### src/rtl/uart_pkg.sv
// Shared definitions for the memory-mapped UART: register offsets, STATUS
// bit positions and the serializer state encoding.
package uart_pkg;

    localparam logic [3:0] TXDATA_OFF = 4'h0;
    localparam logic [3:0] STATUS_OFF = 4'h4;

    localparam int STAT_FULL_BIT  = 0;
    localparam int STAT_EMPTY_BIT = 1;
    localparam int STAT_OVF_BIT   = 2;

    typedef enum logic [1:0] {
        ST_IDLE  = 2'd0,
        ST_START = 2'd1,
        ST_DATA  = 2'd2,
        ST_STOP  = 2'd3
    } uart_state_e;

endpackage

### src/rtl/sync_fifo.sv
// Single-clock FIFO with occupancy count; DEPTH must be a power of two so the
// pointers wrap naturally.
module sync_fifo #(
    parameter int WIDTH = 8,
    parameter int DEPTH = 4
) (
    input  logic                       clk_i,
    input  logic                       rst_ni,
    input  logic                       push_i,
    input  logic [WIDTH-1:0]           wdata_i,
    input  logic                       pop_i,
    output logic [WIDTH-1:0]           rdata_o,
    output logic                       full_o,
    output logic                       empty_o,
    output logic [$clog2(DEPTH):0]     count_o
);

    localparam int PTR_W = (DEPTH > 1) ? $clog2(DEPTH) : 1;
    localparam int CNT_W = $clog2(DEPTH) + 1;

    logic [WIDTH-1:0] mem_q [DEPTH];
    logic [PTR_W-1:0] wptr_q, wptr_d;
    logic [PTR_W-1:0] rptr_q, rptr_d;
    logic [CNT_W-1:0] count_q, count_d;
    logic             do_push;
    logic             do_pop;

    assign full_o  = (count_q == CNT_W'(DEPTH));
    assign empty_o = (count_q == '0);
    assign count_o = count_q;
    assign rdata_o = mem_q[rptr_q];

    assign do_push = push_i && !full_o;
    assign do_pop  = pop_i && !empty_o;

    always_comb begin
        wptr_d  = wptr_q;
        rptr_d  = rptr_q;
        count_d = count_q;
        if (do_push) wptr_d = wptr_q + PTR_W'(1);
        if (do_pop)  rptr_d = rptr_q + PTR_W'(1);
        case ({do_push, do_pop})
            2'b10:   count_d = count_q + CNT_W'(1);
            2'b01:   count_d = count_q - CNT_W'(1);
            default: count_d = count_q;
        endcase
    end

    always_ff @(posedge clk_i or negedge rst_ni) begin
        if (!rst_ni) begin
            wptr_q  <= '0;
            rptr_q  <= '0;
            count_q <= '0;
        end else begin
            wptr_q  <= wptr_d;
            rptr_q  <= rptr_d;
            count_q <= count_d;
        end
    end

    // Storage is not reset; the count alone decides what is valid.
    always_ff @(posedge clk_i) begin
        if (do_push) mem_q[wptr_q] <= wdata_i;
    end

endmodule

### src/rtl/mmio_uart_tx.sv
// Memory-mapped 8N1 UART transmitter: TXDATA stores feed a FIFO, STATUS
// reports full/empty/sticky overflow, and a serializer drains the FIFO.
module mmio_uart_tx
    import uart_pkg::*;
#(
    parameter logic [31:0] BASE_ADDR    = 32'h1000_0000,
    parameter int          CLKS_PER_BIT = 868,
    parameter int          FIFO_DEPTH   = 4
) (
    input  logic        clk,
    input  logic        rst,
    input  logic [31:0] bus_addr,
    input  logic        bus_we,
    input  logic [31:0] bus_wdata,
    input  logic        bus_re,
    output logic [31:0] bus_rdata,
    output logic        uart_tx,
    output logic        tx_busy
);

    localparam int BAUD_W = (CLKS_PER_BIT > 1) ? $clog2(CLKS_PER_BIT) : 1;
    localparam int CNT_W  = $clog2(FIFO_DEPTH) + 1;

    logic             hit;
    logic [3:0]       off;
    logic             wr_txdata;
    logic             wr_status;
    logic             fifo_push;
    logic             fifo_pop;
    logic             fifo_full;
    logic             fifo_empty;
    logic [7:0]       fifo_rdata;
    logic [CNT_W-1:0] fifo_count;
    logic             ovf_q, ovf_d;
    logic [31:0]      status_w;

    uart_state_e      state_q, state_d;
    logic [BAUD_W-1:0] baud_q, baud_d;
    logic [2:0]       bit_q, bit_d;
    logic [7:0]       shift_q, shift_d;
    logic             tx_q, tx_d;
    logic             baud_done;
    logic             unused_bits;

    assign hit       = (bus_addr[31:4] == BASE_ADDR[31:4]);
    assign off       = bus_addr[3:0];
    assign wr_txdata = bus_we && hit && (off == TXDATA_OFF);
    assign wr_status = bus_we && hit && (off == STATUS_OFF);
    // Fullness is judged before any pop on the same edge.
    assign fifo_push = wr_txdata && !fifo_full;

    sync_fifo #(
        .WIDTH (8),
        .DEPTH (FIFO_DEPTH)
    ) u_fifo (
        .clk_i   (clk),
        .rst_ni  (rst),
        .push_i  (fifo_push),
        .wdata_i (bus_wdata[7:0]),
        .pop_i   (fifo_pop),
        .rdata_o (fifo_rdata),
        .full_o  (fifo_full),
        .empty_o (fifo_empty),
        .count_o (fifo_count)
    );

    // A clear and a new overflow on the same edge: the set wins.
    always_comb begin
        ovf_d = ovf_q;
        if (wr_status && bus_wdata[STAT_OVF_BIT]) ovf_d = 1'b0;
        if (wr_txdata && fifo_full)               ovf_d = 1'b1;
    end

    always_comb begin
        status_w                 = '0;
        status_w[STAT_FULL_BIT]  = fifo_full;
        status_w[STAT_EMPTY_BIT] = fifo_empty;
        status_w[STAT_OVF_BIT]   = ovf_q;
    end

    assign bus_rdata = (bus_re && hit && (off == STATUS_OFF)) ? status_w : '0;
    assign baud_done = (baud_q == BAUD_W'(CLKS_PER_BIT - 1));

    always_ff @(posedge clk or negedge rst) begin
        if (!rst) begin
            state_q <= ST_IDLE;
            baud_q  <= '0;
            bit_q   <= '0;
            tx_q    <= 1'b1;
            ovf_q   <= 1'b0;
        end else begin
            state_q <= state_d;
            baud_q  <= baud_d;
            bit_q   <= bit_d;
            tx_q    <= tx_d;
            ovf_q   <= ovf_d;
        end
    end

    always_ff @(posedge clk) begin
        shift_q <= shift_d;
    end

    always_comb begin
        state_d  = state_q;
        baud_d   = baud_q;
        bit_d    = bit_q;
        fifo_pop = 1'b0;
        case (state_q)
            ST_IDLE: begin
                if (!fifo_empty) begin
                    state_d  = ST_START;
                    baud_d   = '0;
                    fifo_pop = 1'b1;
                end
            end
            ST_START: begin
                if (baud_done) begin
                    state_d = ST_DATA;
                    baud_d  = '0;
                    bit_d   = '0;
                end else begin
                    baud_d = baud_q + BAUD_W'(1);
                end
            end
            ST_DATA: begin
                if (baud_done) begin
                    baud_d = '0;
                    if (bit_q == 3'd7) state_d = ST_STOP;
                    else               bit_d   = bit_q + 3'd1;
                end else begin
                    baud_d = baud_q + BAUD_W'(1);
                end
            end
            ST_STOP: begin
                if (baud_done) begin
                    baud_d = '0;
                    // Chain straight into the next frame when data is waiting.
                    if (!fifo_empty) begin
                        state_d  = ST_START;
                        fifo_pop = 1'b1;
                    end else begin
                        state_d = ST_IDLE;
                    end
                end else begin
                    baud_d = baud_q + BAUD_W'(1);
                end
            end
            default: state_d = ST_IDLE;
        endcase
    end

    always_comb begin
        shift_d = shift_q;
        if (fifo_pop)
            shift_d = fifo_rdata;
        else if ((state_q == ST_DATA) && baud_done && (bit_q != 3'd7))
            shift_d = shift_q >> 1;
        case (state_d)
            ST_START: tx_d = 1'b0;
            ST_DATA:  tx_d = shift_d[0];
            default:  tx_d = 1'b1;
        endcase
    end

    assign uart_tx     = tx_q;
    assign tx_busy     = (state_q != ST_IDLE) || !fifo_empty;
    assign unused_bits = ^{bus_wdata[31:8], fifo_count};

endmodule

### config.mk
export PLATFORM = sky130hd
export DESIGN_NAME = mmio_uart_tx
export DESIGN_NICKNAME = d
export VERILOG_FILES = /design/src/rtl/uart_pkg.sv /design/src/rtl/sync_fifo.sv /design/src/rtl/mmio_uart_tx.sv
export SDC_FILE = /design/constraint.sdc
export NUM_CORES = 1
export LEC_CHECK = 0
export CAP_MARGIN = 20
export CORE_MARGIN = 2
export CORE_UTILIZATION = 51
export DETAILED_ROUTE_END_ITERATION = 7
export PLACE_DENSITY = 0.9
export SYNTH_ARGS = -nofsm -noshare
export SYNTH_HDL_FRONTEND = slang
export SYNTH_SLANG_ARGS = --single-unit
### constraint.sdc
create_clock -name clk -period 5.8 [get_ports clk]
set_input_delay 1.16 -clock clk [delete_from_list [all_inputs] [get_ports clk]]
set_output_delay 1.16 -clock clk [all_outputs]
set_load 0.02 [all_outputs]
==> flow_metrics.tcl <==
set metrics [dict create \
    run_status "finished, final reports clean" \
    rsz_0062_raised_after_global_routing "false" \
    ir_drop_mv 0.253 \
    post_synth_num_cell_types 50 \
    final-instance-count-excl-fill 401 \
    dp_cells 384 \
    min_path_type "reg2reg" \
    setup_ws_ps 1460 \
    floorplan.rows 29 \
    first_iter_violations 200 \
    nNetsFinal 401 \
    multi_input_logic_area_sq_um 1330 \
    synth_seq_cells 64 \
    finalCritPeriodShare_pct 74.8 \
    io_buffer_count 48 \
    drcViolationCount 0 \
    fin_crit_ps 4340 \
    cellLeakagePower_nw 1.54 \
    max-cap-violations 0 \
    grt_max_degree 25 \
    area_delta_synth_final_pct 20.5 \
    numClockSinks 64 \
    timing.setup.tns_ps 0 \
    critical_path.reg2reg.startpoint "baud_q[0]$_DFFE_PN0P_" \
    grt_first_pass_wirelength_mm 10.1 \
    final_layout_size_suffix_gt1_share_pct 10.2 \
    cts.repair_timing.setup_buffer_count 0 \
    post_drt_wl_per_cell_um 14.8 \
    global_route.overflow_total 0 \
    worstHoldEndpoint "bit_q[0]$_DFFE_PN0P_" \
    r2r.worst_path.cells 10 \
    hold_violations 0 \
    postSynthAreaPerCell_sq_um 12.5 \
    htreeDepth 3 \
    arrival_ps 3180 \
    cts.root.buffer_cell "clkbuf_8" \
    layout.area.seq_sq_um 1790 \
    utilization_pct 63.0 \
    slew_headroom_pct 53.5 \
    syn_area_sq_um 3300 \
    timing.critical_path.to_type "output pin" \
    route.antenna.remaining_nets 0 \
    hpwlAfterDp_mm 4.36 \
    max_freq_mhz 230 \
    grt_antenna_before_repair 0 \
    critical_path.startpoint_type "input port" \
    path_max_fanout 3 \
    drt-vias-per-instance 5.35 \
    setup_viol_count_final 0 \
    die_width_um 84.4 \
    async_sr_flop_fraction_pct 37.5 \
    ctsResizeCount 0 \
    p_per_area_nw_per_um2 244 \
    drt_pass1_iterations 4 \
    synth.yosys.warnings 0 \
    timing.hold.worst_path_depth 1 \
    timing.final.max_slew_violations 0 \
    critical_path_required_ps 4640 \
    crit_type "in2out" \
    starting_utilization_of_the_core_area_pct 52.3 \
    placeableCoreArea_sq_um 6310 \
    die_h_um 84.4 \
    ctsHoldBuffers 0 \
    cts_tree "yes" \
    gr-usage-all-layers_pct 18.0 \
    cts_buffers 9 \
    pin_count 102 \
    final.setup_skew_ps 7.40 \
    worst_skew_pair.late_latency_ps 330 \
    timing.reg2reg.setup_slack_ps 2720 \
    clock_slew_seen_by_the_registers_of_the_worst_setup_and_hold_paths_ps 60 \
    hold_slack_ps 504 \
    vias_after_detailed_routing 2145 \
    proportion_of_synthesized_chip_area_in_sequential_cells_pct 54.3 \
    ys.flop_type "edfxtp_1" \
    synthesis.instances 265 \
    worst_pin_slew_ps 697 \
    hold_startpoint "bit_q[0]$_DFFE_PN0P_" \
    routed_wl_mm 5.92 \
    pre_cts_ws_ps 1450 \
    synth-edff-count 39 \
    insertedDiodeCount 0 \
    cts-root-to-sink-buffers 2 \
    grt_pass1_vias 2194 \
    reg2reg_to "u_fifo.count_o[2]$_DFFE_PN0P_" \
    design.die.area_sq_um 7130 \
    gp_congestion 0.774 \
    num-fill-cells 444 \
]
cell usage after synthesis (2+ instances only):
| master | n | area share [%] |
|---|---|---|
| xor2_1 | 6 | 1.6 |
| nand2_1 | 25 | 2.8 |
| o21ai_0 | 11 | 1.7 |
| buf_1 | 2 | 0.23 |
| mux2_4 | 2 | 0.91 |
| clkbuf_1 | 2 | 0.23 |
| ha_1 | 13 | 4.9 |
| and2_1 | 10 | 1.9 |
| buf_4 | 29 | 6.6 |
| a211oi_1 | 2 | 0.45 |
| nor2_1 | 11 | 1.3 |
| nand2b_1 | 2 | 0.38 |
| mux2i_1 | 2 | 0.61 |
| nor3_1 | 8 | 1.2 |
| nand4_1 | 3 | 0.57 |
| inv_1 | 10 | 1.1 |
| and3_1 | 2 | 0.38 |
| xnor2_1 | 7 | 1.9 |
| edfxtp_1 | 39 | 35 |
| a22o_1 | 4 | 1.1 |
| dfrtp_1 | 23 | 17 |
| a21oi_1 | 2 | 0.30 |
| a21boi_0 | 2 | 0.45 |
| nor3b_1 | 2 | 0.45 |
| o31ai_1 | 3 | 0.68 |
| nor4_1 | 8 | 1.5 |
| nand3_1 | 5 | 0.76 |
| mux4_2 | 8 | 5.5 |
flip-flops by register name (all words and copies together), names as in the netlist:
| signal | flops |
|---|---|
| baud_q | 10 |
| bit_q | 3 |
| ovf_q | 1 |
| shift_q | 8 |
| state_q | 2 |
| u_fifo.count_o | 3 |
| u_fifo.mem_q | 32 |
| u_fifo.rptr_q | 2 |
| u_fifo.wptr_q | 2 |
| uart_tx | 1 |
routing by layer:
layer	part of all wire (%)	GRT usage [%]	routed length, um	vias up
met5	0	0	0	-
met4	1.7	7.36	99	0
met3	5.4	4.13	321	9
met2	51	29.3	3000	94
met1	42	23.5	2500	1034
li1	-	-	-	1008
metrics by stage:
| stage | total power, W | area [sq um] |
|---|---|---|
| 2_1_floorplan | 0.000543 | 3400 |
| 3_3_place_gp | 0.000565 | 3740 |
| 3_5_place_dp | 0.000566 | 3740 |
| 4_1_cts | 0.000972 | 3960 |
| 5_1_grt | 0.00100 | 3980 |
| 6_report | 0.000969 | 3980 |
kinds of logic after synthesis:
group                    after synthesis  synth area share [%]
AO/OA/AOI/OAI                         29                  5.88
XOR/XNOR                              13                  3.45
adder cells (fa/ha/maj)               14                  5.54
buffers and inverters                 45                  8.46
flip-flops                            64                  54.3
multiplexers                          13                  7.32
other                                  1                 0.114
AND/OR/NAND/NOR                       86                  14.9
critical path: stages:
cell             delay (ps)
clkdlybuf4s50_1         410
nor4_1                  290
nand4_1                 190
nor3_1                  330
and2_1                  190
clkdlybuf4s50_1         610
cells in the final DEF (no fill, tap or decap), types with 3 or more instances in the layout:
master / netlist / routed
dfrtp_1: 23 / 23
mux4_2: 8 / 8
inv_1: 10 / 10
o21ai_0: 11 / 11
ha_1: 13 / 13
a22o_1: 4 / 4
clkbuf_8: 0 / 10
xnor2_1: 7 / 7
nor2_1: 11 / 11
conb_1: 1 / 29
xor2_1: 6 / 6
and2_1: 10 / 10
clkbuf_1: 2 / 3
nor3_1: 8 / 8
nand3_1: 5 / 5
nor4_1: 8 / 8
edfxtp_1: 39 / 39
clkdlybuf4s50_1: 0 / 48
o31ai_1: 3 / 3
nand2_1: 25 / 25
nand4_1: 3 / 3
report_power, final:
part | switching, W | total (W) | internal, W
Sequential | 0.00000525 | 0.000492 | 0.000487
Clock | 0.000156 | 0.000410 | 0.000254
Combinational | 0.0000348 | 0.0000663 | 0.0000314
Total | 0.000196 | 0.000969 | 0.000773
how the worst max path moves through the flow:
stage	startpoint	slack (ps)	cells after the start	end
after floorplan	bus_addr[27]	2600	4	bus_rdata[0]
after global placement	bus_addr[27]	1590	6	bus_rdata[1]
after detailed placement	bus_addr[5]	1450	6	bus_rdata[2]
after CTS	bus_addr[5]	1440	6	bus_rdata[2]
after global routing	bus_addr[22]	1330	6	bus_rdata[2]
final	bus_addr[5]	1460	6	bus_rdata[2]
area by class of cell:
| cell class | count | area share, % |
|---|---|---|
| multi-input cells | 184 | 33.5 |
| flip-flops and latches | 64 | 45.1 |
| repair buffers | 49 | 12.5 |
| clock inverters | 3 | 1.70 |
| well taps | 77 | 2.42 |
| inverters | 11 | 1.04 |
| clock buffers | 13 | 3.75 |
Note: power is estimated with default switching activity, not from simulation.
